File: config.mk
export PLATFORM = sky130hd
export DESIGN_NAME = alu_pipe
export DESIGN_NICKNAME = d
export VERILOG_FILES = /design/src/rtl/alu_pipe.sv
export SDC_FILE = /design/constraint.sdc
export NUM_CORES = 1
export LEC_CHECK = 0
export CAP_MARGIN = 20
export CORE_UTILIZATION = 60
export DETAILED_ROUTE_END_ITERATION = 10
export PLACE_DENSITY = 0.92
export SLEW_MARGIN = 0
export SYNTH_ARGS = -nofsm -noshare
export SYNTH_HDL_FRONTEND = slang
export SYNTH_SLANG_ARGS = --single-unit
File: constraint.sdc
create_clock -name clk -period 4.75 [get_ports clk]
set_input_delay 0.475 -clock clk [delete_from_list [all_inputs] [get_ports clk]]
set_output_delay 0.475 -clock clk [all_outputs]
set_load 0.1 [all_outputs]
File: src/rtl/alu_pipe.sv
// Two-stage pipelined ALU: S1 registers the operand beat, S2 registers result and flags.
// Latency: 2 cycles from acceptance to out_valid; full throughput while out_ready stays high.
// Backpressure: valid/ready; holds up to 2 beats when out_ready is low, in_ready drops when both stages are full.
module alu_pipe #(
    parameter int WIDTH = 8
) (
    input  logic             clk,
    input  logic             rst,
    input  logic             in_valid,
    output logic             in_ready,
    input  logic [WIDTH-1:0] operand_a,
    input  logic [WIDTH-1:0] operand_b,
    input  logic [3:0]       opcode,
    output logic             out_valid,
    input  logic             out_ready,
    output logic [WIDTH-1:0] y,
    output logic             carry,
    output logic             zero,
    output logic             overflow
);
    localparam int SHAMT = $clog2(WIDTH);

    localparam logic [3:0] OP_ADD  = 4'd0;
    localparam logic [3:0] OP_SUB  = 4'd1;
    localparam logic [3:0] OP_AND  = 4'd2;
    localparam logic [3:0] OP_OR   = 4'd3;
    localparam logic [3:0] OP_NOR  = 4'd4;
    localparam logic [3:0] OP_SHL  = 4'd5;
    localparam logic [3:0] OP_SHR  = 4'd6;
    localparam logic [3:0] OP_EQ   = 4'd7;
    localparam logic [3:0] OP_ADC  = 4'd8;
    localparam logic [3:0] OP_SBB  = 4'd9;
    localparam logic [3:0] OP_SRA  = 4'd10;
    localparam logic [3:0] OP_ROL  = 4'd11;
    localparam logic [3:0] OP_ROR  = 4'd12;
    localparam logic [3:0] OP_SLT  = 4'd13;
    localparam logic [3:0] OP_SLTU = 4'd14;
    localparam logic [3:0] OP_XOR  = 4'd15;

    // Stage 1 holding registers
    logic             s1_valid;
    logic [WIDTH-1:0] s1_a;
    logic [WIDTH-1:0] s1_b;
    logic [3:0]       s1_op;

    // Carry chained between arithmetic ops in acceptance order
    logic             cf;

    // Combinational results of the S1 -> S2 transfer
    logic [WIDTH:0]   sum;
    logic [WIDTH-1:0] c_y;
    logic             c_carry;
    logic             c_ovf;
    logic             c_arith;
    logic [SHAMT-1:0] sh;

    logic             s2_adv;
    logic             s1_adv;

    // Handshake: S2 drains when empty or delivered; S1 moves forward whenever S2 does
    always_comb begin
        s2_adv   = !out_valid || out_ready;
        s1_adv   = s1_valid && s2_adv;
        in_ready = !rst && (!s1_valid || s1_adv);
    end

    // Operation decode and evaluation of the beat sitting in S1
    always_comb begin
        sum     = '0;
        c_y     = '0;
        c_carry = 1'b0;
        c_ovf   = 1'b0;
        c_arith = 1'b0;
        sh      = s1_b[SHAMT-1:0];
        case (s1_op)
            OP_ADD:  begin sum = {1'b0, s1_a} + {1'b0, s1_b}; c_arith = 1'b1; end
            OP_ADC:  begin sum = {1'b0, s1_a} + {1'b0, s1_b} + {{WIDTH{1'b0}}, cf}; c_arith = 1'b1; end
            OP_SUB:  begin sum = {1'b0, s1_a} - {1'b0, s1_b}; c_arith = 1'b1; end
            OP_SBB:  begin sum = {1'b0, s1_a} - {1'b0, s1_b} - {{WIDTH{1'b0}}, cf}; c_arith = 1'b1; end
            OP_AND:  c_y = s1_a & s1_b;
            OP_OR:   c_y = s1_a | s1_b;
            OP_NOR:  c_y = ~(s1_a | s1_b);
            OP_XOR:  c_y = s1_a ^ s1_b;
            OP_SHL:  c_y = s1_a << sh;
            OP_SHR:  c_y = s1_a >> sh;
            OP_SRA:  c_y = $unsigned($signed(s1_a) >>> sh);
            // ~sh == WIDTH-1-sh, so the extra shift by one completes WIDTH-sh and
            // yields zero for sh==0, leaving operand_a unchanged
            OP_ROL:  c_y = (s1_a << sh) | ((s1_a >> ~sh) >> 1);
            OP_ROR:  c_y = (s1_a >> sh) | ((s1_a << ~sh) << 1);
            OP_EQ:   c_y = {{(WIDTH-1){1'b0}}, (s1_a == s1_b)};
            OP_SLT:  c_y = {{(WIDTH-1){1'b0}}, ($signed(s1_a) < $signed(s1_b))};
            OP_SLTU: c_y = {{(WIDTH-1){1'b0}}, (s1_a < s1_b)};
            default: c_y = '0;
        endcase
        if (c_arith) begin
            c_y     = sum[WIDTH-1:0];
            c_carry = sum[WIDTH];
            if (s1_op == OP_ADD || s1_op == OP_ADC)
                c_ovf = (s1_a[WIDTH-1] == s1_b[WIDTH-1]) && (c_y[WIDTH-1] != s1_a[WIDTH-1]);
            else
                c_ovf = (s1_a[WIDTH-1] != s1_b[WIDTH-1]) && (c_y[WIDTH-1] != s1_a[WIDTH-1]);
        end
    end

    // Stage 1: capture an accepted beat, empty when it moves on with nothing behind it
    always_ff @(posedge clk) begin
        if (rst) begin
            s1_valid <= 1'b0;
            s1_a     <= '0;
            s1_b     <= '0;
            s1_op    <= '0;
        end else if (in_valid && in_ready) begin
            s1_valid <= 1'b1;
            s1_a     <= operand_a;
            s1_b     <= operand_b;
            s1_op    <= opcode;
        end else if (s1_adv) begin
            s1_valid <= 1'b0;
        end
    end

    // Stage 2: register result and flags; frozen while the output is stalled
    always_ff @(posedge clk) begin
        if (rst) begin
            out_valid <= 1'b0;
            y         <= '0;
            carry     <= 1'b0;
            zero      <= 1'b0;
            overflow  <= 1'b0;
        end else if (s2_adv) begin
            out_valid <= s1_valid;
            if (s1_valid) begin
                y        <= c_y;
                carry    <= c_carry;
                zero     <= (c_y == '0);
                overflow <= c_ovf;
            end
        end
    end

    // Carry flag follows every arithmetic op as it leaves S1
    always_ff @(posedge clk) begin
        if (rst)
            cf <= 1'b0;
        else if (s1_adv && c_arith)
            cf <= c_carry;
    end
endmodule

==> run_results.csv <==
group,metric,value,unit
run_status,outcome,"completed",
timing,max_slew_margin,33.1,%
global_routing,antenna_found_initial,0,
timing,whs,0.456,ns
logic_synthesis,synth_top_flop_cell,"dfxtp_1",
routing,vias,4689,
critical_path,crit_type,"register to register",
global_routing,grt_pass1_vias,4225,
finish,nets,626,
routing,ant_nets,0,
power,power.density,252,mW/mm^2
hold_path,hp-class,"register to register",
timing,fin_ws,0.832,ns
timing,setup_violations,0,
routing,drc,0,
cts,postCtsSetupRepairBufs,0,
finish,fin_util,68.3,%
cts,clock_path_buffers,2,
logic_synthesis,synth_top_family_by_area,"compound AO/OA/AOI/OAI gates",
logic_synthesis,netlist_area,0.00419,sq mm
place,preCtsSetupSlack,0.897,ns
cts,cts.sinks,34,
global_routing,grt_max_degree,49,
logic_synthesis,synth_edf_count,0,
die,dieArea,0.00732,sq mm
cts,root_buffer,"clkbuf_8",
power,switching_power,525,uW
cts,ctsResizeCount,0,
timing,rsz0062_at_grt,"no",
routing,routedWlPerCell,21.4,um
die,ios,37,
timing,drv_slew,0,
die,die_x,85.6,um
finish,most-common-layout-cells,"67 x nand2_1, 35 x clkdlybuf4s50_1, 34 x nor2_1, 34 x dfxtp_1, 33 x a21oi_1",
critical_path,endpoint_kind,"register",
power,p_int,638,uW
routing,drt-pass1-iter-count,6,
flow_run,cap_violations,0,
die,num_rows,30,
logic_synthesis,syn-instance-count,563,
critical_path,required,4.98,ns
finish,drive_gt1_share,6.64,%
power,clkPwrFrac,19.4,%
cts,cts_made_buffers,5,
power,p_leak,1.67,nW
global_routing,grt_pass1_wl,21.9,mm
timing,timing.final.crit_share,82.5,%
global_routing,grt_overflow_total,0,
power,ir_drop,0.000171,V
timing,max_freq,255,MHz
die,die_height,85.6,um
logic_synthesis,yosys.area_share.simple,26.3,%
cts,insertion_delay,0.30,ns
timing,finClkSkew,0.00587,ns
logic_synthesis,synth.area.mux_share,7.44,%
cts,cts_max_level,2,
logic_synthesis,async_flop_share,0,%
logic_synthesis,syn_nets,618,
finish,antennaDiodeCount,0,
timing,tns,0,ns
logic_synthesis,synthXorXnorAreaFrac,2.54,%
die,initial_core_util,62.0,%
critical_path,worst_setup_path_start_kind,"register",
die,core_area,0.00676,sq mm
logic_synthesis,synth-compound-area-share,31.3,%
critical_path,crit_fanout,23,
hold_path,hold-path-cell-count,2,
critical_path,arrival,4.15,ns
logic_synthesis,ys_seq_area_share,16.2,%
logic_synthesis,yosys_warnings,0,
place,gp_congestion,1.00,
power,seqPwrFrac,29.4,%
global_routing,grt.total_usage,38.3,%
cts,cts_hold_buf,0,
routing,drtIter0Drc,762,
finish,layout_commonest_cell,"nand2_1",
power,p_comb_share,51.1,%
routing,drt_wl_total,14.0,mm
routing,viasPerCell,7.19,
finish,area_growth,10.2,%
timing,tightestPinTransition,0.990,ns
place,portBuffers,36,
timing,hold_viol,0,
critical_path,r2r_cells,10,
logic_synthesis,avgSynthCellArea,7.44,sq um
cts,tritoncts,"built",
power,switching_share,45.1,%
logic_synthesis,synth_seq_cells,34,
cts,clk_pin_slew,0.07,ns
place,hpwl,10.4,mm
timing,min_period,3.92,ns
logic_synthesis,yosys.area_share.adder,9.62,%
logic_synthesis,synth.distinct_cells,80,
-- cell usage after synthesis (10+ instances only) --
master | count | area share [%]
nor2_1 | 34 | 3.0
dfxtp_1 | 34 | 16
nor3_1 | 20 | 2.4
a21oi_1 | 33 | 3.9
nand2_1 | 67 | 6.0
nor2b_1 | 10 | 1.5
clkbuf_1 | 25 | 2.2
mux2i_1 | 12 | 2.9
o31ai_1 | 22 | 3.9
inv_1 | 23 | 2.1
o21ai_0 | 26 | 3.1
nand3_1 | 13 | 1.6
ha_1 | 29 | 8.7
-- through the flow --
stage	instances	total power, mW	area [sq um]
after floorplan	563	0.770	4190
after global placement	644	0.914	4520
after detailed placement	644	0.920	4520
after CTS	652	1.14	4610
after global routing	652	1.22	4610
final	652	1.16	4610
-- worst max-delay path: stages, from the launching register on --
cell	delay (ns)
dfxtp_1	0.59
ha_1	0.43
fa_1	0.50
a211o_1	0.31
a211o_1	0.29
a221oi_2	0.45
nor4b_1	0.36
xnor2_1	0.19
nor3_1	0.08
or4_1	0.51
o21ai_1	0.12
-- worst paths after layout --
path                                            from                 to  slack [ns]
worst min register to register     y[6]$_SDFFE_PP0P_  y[6]$_SDFFE_PP0P_        0.46
worst max register to register  s1_b[0]$_SDFFE_PP0P_  zero$_SDFFE_PP0P_        0.83
worst min-delay path               y[6]$_SDFFE_PP0P_  y[6]$_SDFFE_PP0P_        0.46
worst max-delay path            s1_b[0]$_SDFFE_PP0P_  zero$_SDFFE_PP0P_        0.83
-- routing by layer --
layer  share of wire, %  vias up  GRT usage [%]
met3                 11       44           7.99
li1                   -     2150              -
met1                 42     2177           53.7
met5                  0        -              0
met4                2.7        0           11.4
met2                 44      318           59.4
-- cells by family (layout without fill, tap and decap cells) --
kind of cell | Yosys count | count (layout)
simple gates | 212 | 212
xor+xnor | 10 | 10
fa+ha+maj | 31 | 31
buf+inv | 68 | 77
flops | 34 | 34
compound gates | 184 | 184
mux | 24 | 24
-- sequential cells by signal, indices dropped and copies added (netlist names) --
signal / cells
s1_a: 8
s1_b: 8
y: 8
s1_op: 4
carry: 1
cf: 1
out_valid: 1
overflow: 1
s1_valid: 1
zero: 1
-- power by group through the flow --
stage               Clock (mW)  Sequential, mW  Combinational (mW)
floorplan                    0           0.379               0.392
global placement             0           0.345               0.569
detailed placement           0           0.347               0.572
CTS                      0.221           0.341               0.575
global route             0.236           0.346               0.633
finish                   0.226           0.342               0.594
-- area by class of cell --
class | instances | area [sq um]
Clock buffer | 7 | 86.3
Multi-Input combinational cell | 461 | 3230
Timing Repair Buffer | 43 | 410
Fill cell | 550 | 2140
Sequential cell | 34 | 681
Tap cell | 80 | 100
Clock inverter | 1 | 5.00
Inverter | 26 | 97.6
Note: power is estimated with default switching activity, not from simulation.
